==> src/rtl/sipo_rx_if.sv <==
// Serial-in / parallel-out receiver bus: serial input side plus the parallel word outputs.
// The master drives the serial stream; the slave (the receiver) produces the words.
interface sipo_rx_if #(
    parameter int WIDTH = 4,
    parameter int CNT_W = 8
);
    logic             sin;
    logic             sin_en;
    logic             sync;
    logic [WIDTH-1:0] pout;
    logic             pout_valid;
    logic             busy;
    logic [CNT_W-1:0] word_cnt;

    modport master (
        output sin,
        output sin_en,
        output sync,
        input  pout,
        input  pout_valid,
        input  busy,
        input  word_cnt
    );

    modport slave (
        input  sin,
        input  sin_en,
        input  sync,
        output pout,
        output pout_valid,
        output busy,
        output word_cnt
    );
endinterface

==> src/rtl/sipo_rx.sv <==
// Serial-to-parallel receiver: assembles WIDTH-bit words MSB first from a qualified
// serial stream, with a sync strobe to realign and a saturating completed-word counter.
module sipo_rx #(
    parameter int WIDTH = 4,
    parameter int CNT_W = 8
) (
    input  logic        clk,
    input  logic        rst,
    sipo_rx_if.slave    bus
);
    localparam int BCNT_W = (WIDTH > 2) ? $clog2(WIDTH) : 1;
    localparam logic [BCNT_W-1:0] LAST_BIT = BCNT_W'(WIDTH - 1);
    localparam logic [CNT_W-1:0]  CNT_MAX  = {CNT_W{1'b1}};

    typedef enum logic {
        IDLE  = 1'b0,
        SHIFT = 1'b1
    } state_t;

    state_t            state, state_next;
    logic [WIDTH-1:0]  shreg, shreg_next;
    logic [BCNT_W-1:0] bcnt, bcnt_next;
    logic [WIDTH-1:0]  pout_reg, pout_next;
    logic              valid_reg, valid_next;
    logic [CNT_W-1:0]  cnt_reg, cnt_next;
    logic [WIDTH-1:0]  shifted;

    assign shifted = {shreg[WIDTH-2:0], bus.sin};

    always_ff @(posedge clk) begin
        if (rst) begin
            state     <= IDLE;
            shreg     <= '0;
            bcnt      <= '0;
            pout_reg  <= '0;
            valid_reg <= 1'b0;
            cnt_reg   <= '0;
        end else begin
            state     <= state_next;
            shreg     <= shreg_next;
            bcnt      <= bcnt_next;
            pout_reg  <= pout_next;
            valid_reg <= valid_next;
            cnt_reg   <= cnt_next;
        end
    end

    // sync outranks sin_en, so a strobe on the final bit's cycle discards the word
    always_comb begin
        state_next = state;
        shreg_next = shreg;
        bcnt_next  = bcnt;
        pout_next  = pout_reg;
        valid_next = 1'b0;
        cnt_next   = cnt_reg;

        if (bus.sync) begin
            state_next = IDLE;
            shreg_next = '0;
            bcnt_next  = '0;
        end else if (bus.sin_en) begin
            shreg_next = shifted;
            if (state == SHIFT && bcnt == LAST_BIT) begin
                state_next = IDLE;
                bcnt_next  = '0;
                pout_next  = shifted;
                valid_next = 1'b1;
                if (cnt_reg != CNT_MAX) begin
                    cnt_next = cnt_reg + 1'b1;
                end
            end else begin
                state_next = SHIFT;
                bcnt_next  = bcnt + 1'b1;
            end
        end
    end

    assign bus.pout       = pout_reg;
    assign bus.pout_valid = valid_reg;
    assign bus.busy       = (bcnt != '0);
    assign bus.word_cnt   = cnt_reg;
endmodule
==> src/flat_wrapper.sv <==
// flat-port wrapper written by rule: the top's interface ports become plain ports
module sipo_rx_flat 
#(
    parameter int WIDTH = 4,
    parameter int CNT_W = 8
)
  (clk, rst, bus_sin, bus_sin_en, bus_sync, bus_pout, bus_pout_valid, bus_busy, bus_word_cnt);
  sipo_rx_if #(.WIDTH(WIDTH), .CNT_W(CNT_W)) bus_i ();
  input  logic clk;
  input  logic rst;
  input wire logic [$bits(bus_i.sin)-1:0] bus_sin;
  input wire logic [$bits(bus_i.sin_en)-1:0] bus_sin_en;
  input wire logic [$bits(bus_i.sync)-1:0] bus_sync;
  output wire logic [$bits(bus_i.pout)-1:0] bus_pout;
  output wire logic [$bits(bus_i.pout_valid)-1:0] bus_pout_valid;
  output wire logic [$bits(bus_i.busy)-1:0] bus_busy;
  output wire logic [$bits(bus_i.word_cnt)-1:0] bus_word_cnt;
  assign bus_i.sin = bus_sin;
  assign bus_i.sin_en = bus_sin_en;
  assign bus_i.sync = bus_sync;
  assign bus_pout = bus_i.pout;
  assign bus_pout_valid = bus_i.pout_valid;
  assign bus_busy = bus_i.busy;
  assign bus_word_cnt = bus_i.word_cnt;
  sipo_rx #(.WIDTH(WIDTH), .CNT_W(CNT_W)) u_core (.clk(clk), .rst(rst), .bus(bus_i));
endmodule
==> config.mk <==
export PLATFORM = sky130hd
export DESIGN_NAME = sipo_rx_flat
export DESIGN_NICKNAME = d
export VERILOG_FILES = /design/src/rtl/sipo_rx_if.sv /design/src/rtl/sipo_rx.sv /design/src/flat_wrapper.sv
export SDC_FILE = /design/constraint.sdc
export NUM_CORES = 1
export LEC_CHECK = 0
export ABC_CLOCK_PERIOD_IN_PS = 1570
export BUFFER_PORTS_ARGS = -buffer_cell sky130_fd_sc_hd__clkbuf_2
export CORE_ASPECT_RATIO = 1.1
export CORE_MARGIN = 2
export CORE_UTILIZATION = 25
export CTS_CLUSTER_SIZE = 12
export DETAILED_ROUTE_END_ITERATION = 12
export PLACE_DENSITY = 0.56
export SYNTH_ARGS = -nofsm -noshare
export SYNTH_HDL_FRONTEND = slang
export SYNTH_SLANG_ARGS = --single-unit
==> constraint.sdc <==
create_clock -name clk -period 1.57 [get_ports clk]
set_input_delay 0.0785 -clock clk [delete_from_list [all_inputs] [get_ports clk]]
set_output_delay 0.0785 -clock clk [all_outputs]
set_load 0.05 [all_outputs]
==> flow_summary_export.csv, run 1 <==
group,metric,value,unit
clock_tree,cts_buffer_depth,2,
routing,via_per_inst,4.59,
min_path,holdCritPathClass,"input port to register",
routing,drc,0,
routing,first_pass_iters,4,
setup_path,reg2reg_slack,120,ps
place,place.gp.congestion,0.852,
setup_path,crit_slowest_cell,"dfxtp_1",
setup_path,criticalPathCategory,"register to register",
grt,gr-total-overflow,0,
finish,final_cell_mix,"clkbuf_2 (18), nor2_1 (13), dfxtp_1 (13)",
routing,drt_iter0_drc,22,
timing,tightest_slew,326,ps
clock_tree,htreeDepth,1,
place,dp_hpwl,1510,microns
timing,max_freq,689,MHz
floorplanning,die_h,68.4,microns
setup_path,reg2reg_to,"u_core.bus.word_cnt[6]$_SDFFE_PP0P_",
finish,num-nets-final,129,
place,placed_cells,166,
pwr,power.share.clock,39.1,%
timing,fin_setup_tns,0,ps
timing,fin_crit,1450,ps
yosys,synth_area,942,sq um
setup_path,start_kind,"register",
finish,ff_latch_area,390,sq um
finish,drive_gt1_share,34.2,%
timing,finalCritPeriodShare,92.4,%
setup_path,cp-startpoint,"u_core.bcnt[1]$_SDFFE_PP0P_",
grt,antenna_found_initial,0,
timing,holdWs,53.1,ps
finish,largest_reg_flops,8,
finish,layout.cells.non_filler,170,
floorplanning,io_pins,19,
pwr,pwr-share-comb,5.1,%
timing,fin_ws,119,ps
grt,grt_usage,10.4,%
timing,clock_skew,2.32,ps
timing,slew_headroom,78.3,%
setup_path,crit_chain,"ha_4 > nand4b_4 > nor4_4 > mux2_1",
clock_tree,numCtsBuffers,3,
yosys,yosysWarnings,0,
routing,ant_nets,0,
setup_path,path_delay_family,"flip-flops",
routing,routedWlPerCell,11.5,microns
finish,syn_to_final_growth,23.9,%
routing,vias,780,
pwr,leakage,0.464,nW
setup_path,worst-r2r-cell-count,4,
finish,mostFrequentLayoutCell,"clkbuf_2",
yosys,ys_seq_area_share,40.4,%
setup_path,worstPathMaxFanout,4,
yosys,netlist_instances,101,
clock_tree,ctsHoldBuffers,0,
finish,multiInputGateArea,541,sq um
timing,finalSetupViolCount,0,
clock_tree,cts_tree,"built",
clock_tree,post_cts_buffers,0,
floorplanning,dieArea,4280,sq um
pwr,p_int,0.000679,W
setup_path,critPathBufInv,0,
pwr,seq_power_share,55.7,%
place,portBuffers,18,
finish,diodes,0,
floorplanning,core_area,3630,sq um
setup_path,slowest_delay,400,ps
run,drv_cap,0,
setup_path,cp_data_arrival_time,1600,ps
clock_tree,cts_sinks,19,
pwr,ir_worst_vdd,254,uV
pwr,power.density,752,nW/um^2
setup_path,cp.required,1720,ps
clock_tree,clk_pin_slew,70,ps
yosys,syn_nets,109,
outcome,status,"finished, final reports clean",
grt,grt_max_degree,18,
floorplanning,start_util,26.0,%
place,dp_slack,37.2,ps
pwr,switching_share,22.7,%
grt,grt_pass1_vias,759,
finish,final_util,32.2,%
setup_path,cp-endpoint,"u_core.bus.word_cnt[6]$_SDFFE_PP0P_",
floorplanning,rows,23,
clock_tree,root_buffer,"clkbuf_8",
finish,fillCellCount,392,
routing,wirelength,1950,microns
pwr,p_switching,0.000200,W
timing,rsz0062_at_grt,"false",
clock_tree,clock_latency,260,ps
floorplanning,die_width,62.5,microns
setup_path,reg2reg_from,"u_core.bcnt[1]$_SDFFE_PP0P_",
timing,hold_viol,0,
setup_path,endpoint_kind,"register",
setup_path,worstSetupPathDepth,4,
yosys,synth-seq-cells,19,
yosys,synth_cell_types,34,
grt,grt_pass1_wl,3350,microns
timing,drv_slew,0,
yosys,syn-mean-instance-area,9.33,sq um
## synthesized netlist by cell type, drive strengths merged
cell type  instances  area (sq um)
dfxtp             19           380
nor2              13          48.8
nand2              9          33.8
a21oi              8          40.0
mux2i              6          60.1
buf                4          32.5
inv                4          15.0
and3               3          23.8
ha                 3          37.5
mux2               3          37.5
nand3              3          15.0
nor3               3          15.0
a31oi              2          12.5
clkbuf             2          7.51
nand2b             2          12.5
nand4              2          18.8
nor2b              2          12.5
nor4               2          18.8
a2111oi            1          27.5
a211oi             1          7.51
a311oi             1          8.76
and4               1          8.76
and4b              1          10.0
nand3b             1          7.51
nand4b             1          23.8
o21a               1          8.76
o21ai              1          5.00
or2                1          6.26
or3                1          6.26
## logic make-up (layout without fill, tap and decap cells)
kind of cell	Yosys count	after routing	synth area share, %
buffers and inverters	10	29	5.84
flip-flops	19	19	40.4
AND/OR/NAND/NOR	45	45	27.8
multiplexers	9	9	10.4
AO/OA/AOI/OAI	15	15	11.7
adder cells (fa/ha/maj)	3	3	3.98
## stage by stage
step | instance area (sq um) | total power (W)
after floorplan | 953 | 0.000532
after global placement | 1090 | 0.000544
after detailed placement | 1090 | 0.000546
after CTS | 1130 | 0.000889
after global routing | 1170 | 0.000919
final | 1170 | 0.000878
## what timing repair did
item | CTS | global route
endpoints found under the setup margin | 0 | 1
gates resized for setup | 0 | 5
endpoints found under the hold margin | 0 | 0
## metal layers
metal,part of all wire [%],wire (microns),up-vias,track usage [%]
li1,-,-,394,-
met1,44,857,365,10.7
met2,50,965,16,18.0
met3,2.9,56,5,2.47
met4,3.5,69,0,9.17
met5,0,0,-,0
## power by group through the flow
| stage | Sequential (W) | Clock [W] | Combinational [W] |
|---|---|---|---|
| floorplan | 0.000498 | 0 | 0.0000333 |
| global placement | 0.000499 | 0 | 0.0000447 |
| detailed placement | 0.000500 | 0 | 0.0000460 |
| CTS | 0.000488 | 0.000355 | 0.0000461 |
| global route | 0.000490 | 0.000380 | 0.0000497 |
| finish | 0.000490 | 0.000344 | 0.0000450 |
## worst register-to-register path: cells and delay by family (launching register included)
kind / cells / cell delay [ps]
adders and majority gates: 1 / 180
and+or+nand+nor: 2 / 400
DFF: 1 / 400
muxes: 1 / 350
## worst min-delay path by stage
stage	startpoint	endpoint	slack [ps]	cells past startpoint
6_report	bus_sin	u_core.bus.pout[0]$_SDFFE_PP0P_	50	3
3_5_place_dp	bus_sin	u_core.bus.pout[0]$_SDFFE_PP0P_	340	3
3_3_place_gp	bus_sin	u_core.bus.pout[0]$_SDFFE_PP0P_	320	3
4_1_cts	bus_sin	u_core.bus.pout[0]$_SDFFE_PP0P_	50	3
5_1_grt	bus_sin	u_core.bus.pout[0]$_SDFFE_PP0P_	60	3
2_1_floorplan	bus_sin	u_core.bus.pout[0]$_SDFFE_PP0P_	210	2
## cell type report
class	count	area share, %
Clock inverter	1	0.429
Multi-Input combinational cell	72	46.3
Timing Repair Buffer	21	9.65
Clock buffer	3	3.54
Sequential cell	19	33.4
Inverter	4	1.29
Tap cell	50	5.36
Note: power is estimated with default switching activity, not from simulation.
==> inputs of run 2 (changes only) <==
--- a/config.mk
+++ b/config.mk
@@ -8,10 +8,11 @@
 export ABC_CLOCK_PERIOD_IN_PS = 1570
 export BUFFER_PORTS_ARGS = -buffer_cell sky130_fd_sc_hd__clkbuf_2
 export CORE_ASPECT_RATIO = 1.1
-export CORE_MARGIN = 2
+export CORE_MARGIN = 10
 export CORE_UTILIZATION = 25
 export CTS_CLUSTER_SIZE = 12
 export DETAILED_ROUTE_END_ITERATION = 12
+export HOLD_SLACK_MARGIN = 0.1
 export PLACE_DENSITY = 0.56
 export SYNTH_ARGS = -nofsm -noshare
 export SYNTH_HDL_FRONTEND = slang
==> run 2 against run 1 <==
Effect of this change:
- maximum frequency shrank 2.4%
- cell area shrank 0.21%
- sequential power is essentially flat
- critical path depth is the same
- count of clock-buffer cells in the layout is the same
- hold slack gained 130 ps
- via count shrank 1.7%
- power is essentially flat
- routed wire length grew 4.2%
- register-to-register slack lost 40 ps
- clock skew is essentially flat
- critical path type unchanged
==> flow_summary_export.csv, run 2 (synthesized netlist as in run 1, its figures left out) <==
group,metric,value,unit
timing,clock_skew,2.79,ps
min_path,hold_depth,3,
clock_tree,clk_pin_slew,70,ps
pwr,power.density,754,nW/um^2
setup_path,slowest_delay,410,ps
clock_tree,cts_buffer_depth,2,
floorplanning,die_h,84.4,microns
grt,grt_pass1_wl,3530,microns
setup_path,reg2reg_to,"u_core.bus.word_cnt[6]$_SDFFE_PP0P_",
grt,grt_max_degree,18,
outcome,status,"finished, final reports clean",
setup_path,cp_data_arrival_time,1630,ps
floorplanning,die_width,78.5,microns
finish,syn_to_final_growth,23.6,%
pwr,power.share.clock,39.0,%
timing,slew_headroom,79.1,%
timing,finalSetupViolCount,0,
floorplanning,dieArea,6630,sq um
clock_tree,root_buffer,"clkbuf_8",
clock_tree,clock_latency,260,ps
clock_tree,cts_sinks,19,
place,portBuffers,18,
finish,diodes,0,
pwr,leakage,0.474,nW
finish,drive_gt1_share,33.6,%
finish,largest_reg_flops,8,
finish,final_cell_mix,"clkbuf_2 (18), dfxtp_1 (14), nor2_1 (13)",
setup_path,cp-startpoint,"u_core.bcnt[0]$_SDFFE_PP0P_",
grt,antenna_found_initial,0,
clock_tree,htreeDepth,1,
timing,fin_crit,1490,ps
run,drv_cap,0,
timing,max_freq,673,MHz
setup_path,reg2reg_from,"u_core.bcnt[0]$_SDFFE_PP0P_",
timing,finalCritPeriodShare,94.7,%
setup_path,crit_chain,"ha_4 > nand4b_4 > nor4_2 > mux2_1",
min_path,holdCritPathClass,"input port to register",
place,dp_hpwl,1600,microns
floorplanning,start_util,26.0,%
timing,holdWs,184,ps
setup_path,cp.required,1720,ps
timing,drv_slew,0,
timing,rsz0062_at_grt,"false",
floorplanning,io_pins,19,
finish,final_util,32.1,%
clock_tree,cts_tree,"built",
setup_path,reg2reg_slack,80,ps
timing,tightest_slew,314,ps
timing,hold_viol,0,
floorplanning,core_area,3630,sq um
routing,via_per_inst,4.46,
clock_tree,numCtsBuffers,3,
timing,fin_setup_tns,0,ps
grt,grt_pass1_vias,773,
pwr,seq_power_share,55.7,%
pwr,p_int,0.000680,W
floorplanning,rows,23,
finish,num-nets-final,131,
routing,vias,767,
setup_path,criticalPathCategory,"register to register",
grt,grt_usage,6.57,%
pwr,p_switching,0.000199,W
routing,routedWlPerCell,11.8,microns
routing,drt_iter0_drc,56,
routing,drc,0,
pwr,switching_share,22.6,%
routing,ant_nets,0,
grt,gr-total-overflow,0,
setup_path,endpoint_kind,"register",
routing,wirelength,2030,microns
setup_path,crit_slowest_cell,"dfxtp_1",
routing,first_pass_iters,4,
pwr,ir_worst_vdd,319,uV
setup_path,worstPathMaxFanout,6,
place,place.gp.congestion,0.831,
pwr,pwr-share-comb,5.3,%
finish,mostFrequentLayoutCell,"clkbuf_2",
setup_path,cp-endpoint,"u_core.bus.word_cnt[6]$_SDFFE_PP0P_",
setup_path,start_kind,"register",
setup_path,worst-r2r-cell-count,4,
==> run 2: how the worst min path moves through the flow <==
stage                  start                                to  slack, ps
floorplan            bus_sin   u_core.bus.pout[0]$_SDFFE_PP0P_        210
global placement     bus_sin   u_core.bus.pout[0]$_SDFFE_PP0P_        320
detailed placement   bus_sin   u_core.bus.pout[0]$_SDFFE_PP0P_        330
CTS                 bus_sync  u_core.bus.pout_valid$_SDFF_PP0_        180
global route        bus_sync  u_core.bus.pout_valid$_SDFF_PP0_        220
finish              bus_sync  u_core.bus.pout_valid$_SDFF_PP0_        180
==> run 2: worst max-delay path, delay by kind of cell, from the launching register on <==
family	cells	cell delay, ps
flops	1	410
mux	1	340
simple gates	2	440
fa+ha+maj	1	180
==> run 2: layer usage <==
metal | GRT usage [%] | wire [microns] | part of all wire [%] | vias up
li1 | - | - | - | 397
met1 | 6.94 | 932 | 46 | 349
met2 | 10.8 | 935 | 46 | 16
met3 | 1.92 | 98 | 4.8 | 5
met4 | 4.89 | 63 | 3.1 | 0
met5 | 0 | 0 | 0 | -
==> run 2: final cells by class <==
cell class                      instances  area, sq um
Tap cell                               50         62.6
Multi-Input combinational cell         72          522
Fill cell                             403         2460
Inverter                                4         15.0
Clock buffer                            3         41.3
Sequential cell                        19          389
Clock inverter                          1         5.00
Timing Repair Buffer                   23          130
==> run 2: metrics by stage <==
| step | setup slack, ps | total power [W] | std cells | cell area [sq um] |
|---|---|---|---|---|
| 2_1_floorplan | -35.0 | 0.000532 | 101 | 953 |
| 3_3_place_gp | 62.8 | 0.000544 | 167 | 1100 |
| 3_5_place_dp | 24.3 | 0.000545 | 167 | 1100 |
| 4_1_cts | 6.26 | 0.000895 | 172 | 1150 |
| 5_1_grt | 30.8 | 0.000916 | 172 | 1160 |
| 6_report | 83.3 | 0.000879 | 172 | 1160 |
==> run 2: power by group through the flow <==
stage,clock (W),sequential [W],combinational (W)
2_1_floorplan,0,0.000498,0.0000333
3_3_place_gp,0,0.000499,0.0000447
3_5_place_dp,0,0.000499,0.0000456
4_1_cts,0.000359,0.000488,0.0000479
5_1_grt,0.000374,0.000489,0.0000525
6_report,0.000343,0.000489,0.0000470
==> run 2: what timing repair did <==
item,4_1_cts,5_1_grt
gates resized for setup,0,2
setup buffers,0,0
setup endpoints to repair,0,3
hold buffers,1,0
hold endpoints to repair,2,0
==> inputs of run 3 (changes only) <==
--- a/config.mk
+++ b/config.mk
@@ -6,7 +6,7 @@
 export NUM_CORES = 1
 export LEC_CHECK = 0
 export ABC_CLOCK_PERIOD_IN_PS = 1570
-export BUFFER_PORTS_ARGS = -buffer_cell sky130_fd_sc_hd__clkbuf_2
+export BUFFER_PORTS_ARGS = -buffer_cell sky130_fd_sc_hd__buf_2
 export CORE_ASPECT_RATIO = 1.1
 export CORE_MARGIN = 10
 export CORE_UTILIZATION = 25
@@ -14,6 +14,7 @@
 export DETAILED_ROUTE_END_ITERATION = 12
 export HOLD_SLACK_MARGIN = 0.1
 export PLACE_DENSITY = 0.56
+export SLEW_MARGIN = 20
 export SYNTH_ARGS = -nofsm -noshare
 export SYNTH_HDL_FRONTEND = slang
 export SYNTH_SLANG_ARGS = --single-unit
==> run 3 against run 2 <==
Effect of this change:
- flip-flop and latch count is the same
- largest cell class unchanged
- cell area grew 1.3%
- setup slack gained 37 ps
- sequential share of layout area shrank 0.21 points
- clock skew grew 2.2 ps
- register-to-register slack gained 40 ps
- highest routed layer unchanged
- via count shrank 1.4%
- utilization grew 0.41 points
- hold slack lost 9.0 ps
==> flow_summary_export.csv, run 3 (synthesized netlist as in run 1, its figures left out) <==
group,metric,value,unit
finish,mostFrequentLayoutCell,"buf_2",
pwr,leakage,0.482,nW
finish,drive_gt1_share,34.7,%
grt,gr-total-overflow,0,
floorplanning,io_pins,19,
setup_path,criticalPathCategory,"register to register",
routing,routedWlPerCell,11.6,microns
routing,drc,0,
timing,max_freq,690,MHz
timing,slew_headroom,80.4,%
finish,final_cell_mix,"buf_2 (18), nor2_1 (13), dfxtp_1 (12)",
timing,rsz0062_at_grt,"false",
place,dp_hpwl,1550,microns
outcome,status,"finished, final reports clean",
place,portBuffers,18,
finish,num-nets-final,130,
pwr,p_switching,0.000208,W
setup_path,worstPathMaxFanout,6,
finish,final_area,1180,sq um
floorplanning,dieArea,6630,sq um
floorplanning,core_area,3630,sq um
routing,ant_nets,0,
floorplanning,start_util,26.0,%
pwr,finalPower,0.000890,W
floorplanning,die_width,78.5,microns
floorplanning,die_h,84.4,microns
routing,wirelength,1990,microns
setup_path,cp.required,1730,ps
pwr,seq_power_share,55.0,%
routing,via_per_inst,4.42,
pwr,p_int,0.000682,W
floorplanning,rows,23,
timing,drv_slew,0,
routing,first_pass_iters,4,
finish,largest_reg_flops,8,
clock_tree,root_buffer,"clkbuf_8",
routing,vias,756,
setup_path,crit_slowest_cell,"dfxtp_2",
pwr,switching_share,23.3,%
timing,tightest_slew,295,ps
pwr,ir_worst_vdd,245,uV
timing,clock_skew,4.97,ps
place,place.gp.congestion,0.834,
pwr,power.density,754,nW/um^2
clock_tree,cts_tree,"built",
pwr,power.share.clock,40.0,%
grt,grt_pass1_vias,737,
setup_path,crit_chain,"ha_4 > nand4b_4 > nor4_4 > mux2_1",
clock_tree,clk_pin_slew,80,ps
finish,fillCellCount,399,
grt,antenna_found_initial,0,
timing,finalCritPeriodShare,92.3,%
timing,fin_crit,1450,ps
grt,grt_usage,6.47,%
grt,grt_max_degree,18,
routing,drt_iter0_drc,58,
clock_tree,cts_buffer_depth,2,
run,drv_cap,0,
grt,grt_pass1_wl,3450,microns
min_path,holdCritPathClass,"input port to register",
clock_tree,htreeDepth,1,
clock_tree,cts_sinks,19,
timing,holdWs,175,ps
finish,syn_to_final_growth,25.2,%
finish,diodes,0,
setup_path,reg2reg_slack,120,ps
pwr,pwr-share-comb,5.1,%
setup_path,endpoint_kind,"register",
timing,hold_viol,0,
setup_path,slowest_delay,370,ps
clock_tree,clock_latency,260,ps
setup_path,cp_data_arrival_time,1610,ps
clock_tree,numCtsBuffers,3,
setup_path,start_kind,"register",
place,dpl_cell_area,1090,sq um
timing,finalSetupViolCount,0,
run 3: cell count changes in the layout (fill, tap and decap cells not counted), sizes merged:
cell | before | now
clkinv | 1 | 0
buf | 4 | 21
inv | 4 | 5
clkbuf | 21 | 3
run 3: final cells by class:
class                      count  area (sq um)  area share, %
multi-input combinational     72           541           45.8
clock inverter                 1          6.26          0.530
clock buffer                   3          41.3           3.50
timing repair buffer          22           123           10.4
inverter                       4          15.0           1.27
tap                           50          62.6           5.30
sequential                    19           392           33.2
run 3: worst paths after layout:
| path | startpoint | endpoint | depth (start not counted) |
|---|---|---|---|
| max reg2reg | u_core.bcnt[0]$_SDFFE_PP0P_ | u_core.bus.word_cnt[6]$_SDFFE_PP0P_ | 4 |
| min | bus_sync | u_core.bus.pout_valid$_SDFF_PP0_ | 3 |
| max | u_core.bcnt[0]$_SDFFE_PP0P_ | u_core.bus.word_cnt[6]$_SDFFE_PP0P_ | 4 |
| min reg2reg | u_core.bus.pout[3]$_SDFFE_PP0P_ | u_core.bus.pout[3]$_SDFFE_PP0P_ | 2 |
run 3: worst max-delay path: cells and delay by family (launching register included):
| family | cells | cell delay (ps) |
|---|---|---|
| adder cells (fa/ha/maj) | 1 | 170 |
| flip-flops | 1 | 370 |
| multiplexers | 1 | 340 |
| AND/OR/NAND/NOR | 2 | 470 |
run 3: timing repair:
item | in CTS | in global routing
endpoints found under the setup margin | 1 | 1
hold buffers | 1 | 0
endpoints found under the hold margin | 2 | 0
gates resized for setup | 1 | 5
pin swaps | 0 | 0
setup buffers | 0 | 0
run 3: per-layer routing:
metal  track usage [%]  wire [microns]  up-vias
li1                  -               -      394
met1              7.22             887      341
met2              10.3             965       17
met3              1.60              72        4
met4              4.89              60        0
met5                 0               0        -
run 3: power by group through the flow:
| stage | logic [W] | clock network (W) | registers [W] |
|---|---|---|---|
| 6_report | 0.0000450 | 0.000356 | 0.000489 |
| 5_1_grt | 0.0000502 | 0.000398 | 0.000490 |
| 3_5_place_dp | 0.0000440 | 0 | 0.000499 |
| 4_1_cts | 0.0000461 | 0.000378 | 0.000488 |
| 2_1_floorplan | 0.0000333 | 0 | 0.000498 |
| 3_3_place_gp | 0.0000425 | 0 | 0.000499 |
run 3: per-stage QoR:
stage	setup TNS [ps]	instances	worst slack [ps]	utilization [%]
2_1_floorplan	-35.0	101	-35.0	-
6_report	0	171	120	32.5
3_3_place_gp	0	166	71.7	30.0
4_1_cts	0	171	19.8	31.7
5_1_grt	0	171	28.6	32.5
3_5_place_dp	-3.31	166	-3.31	30.0
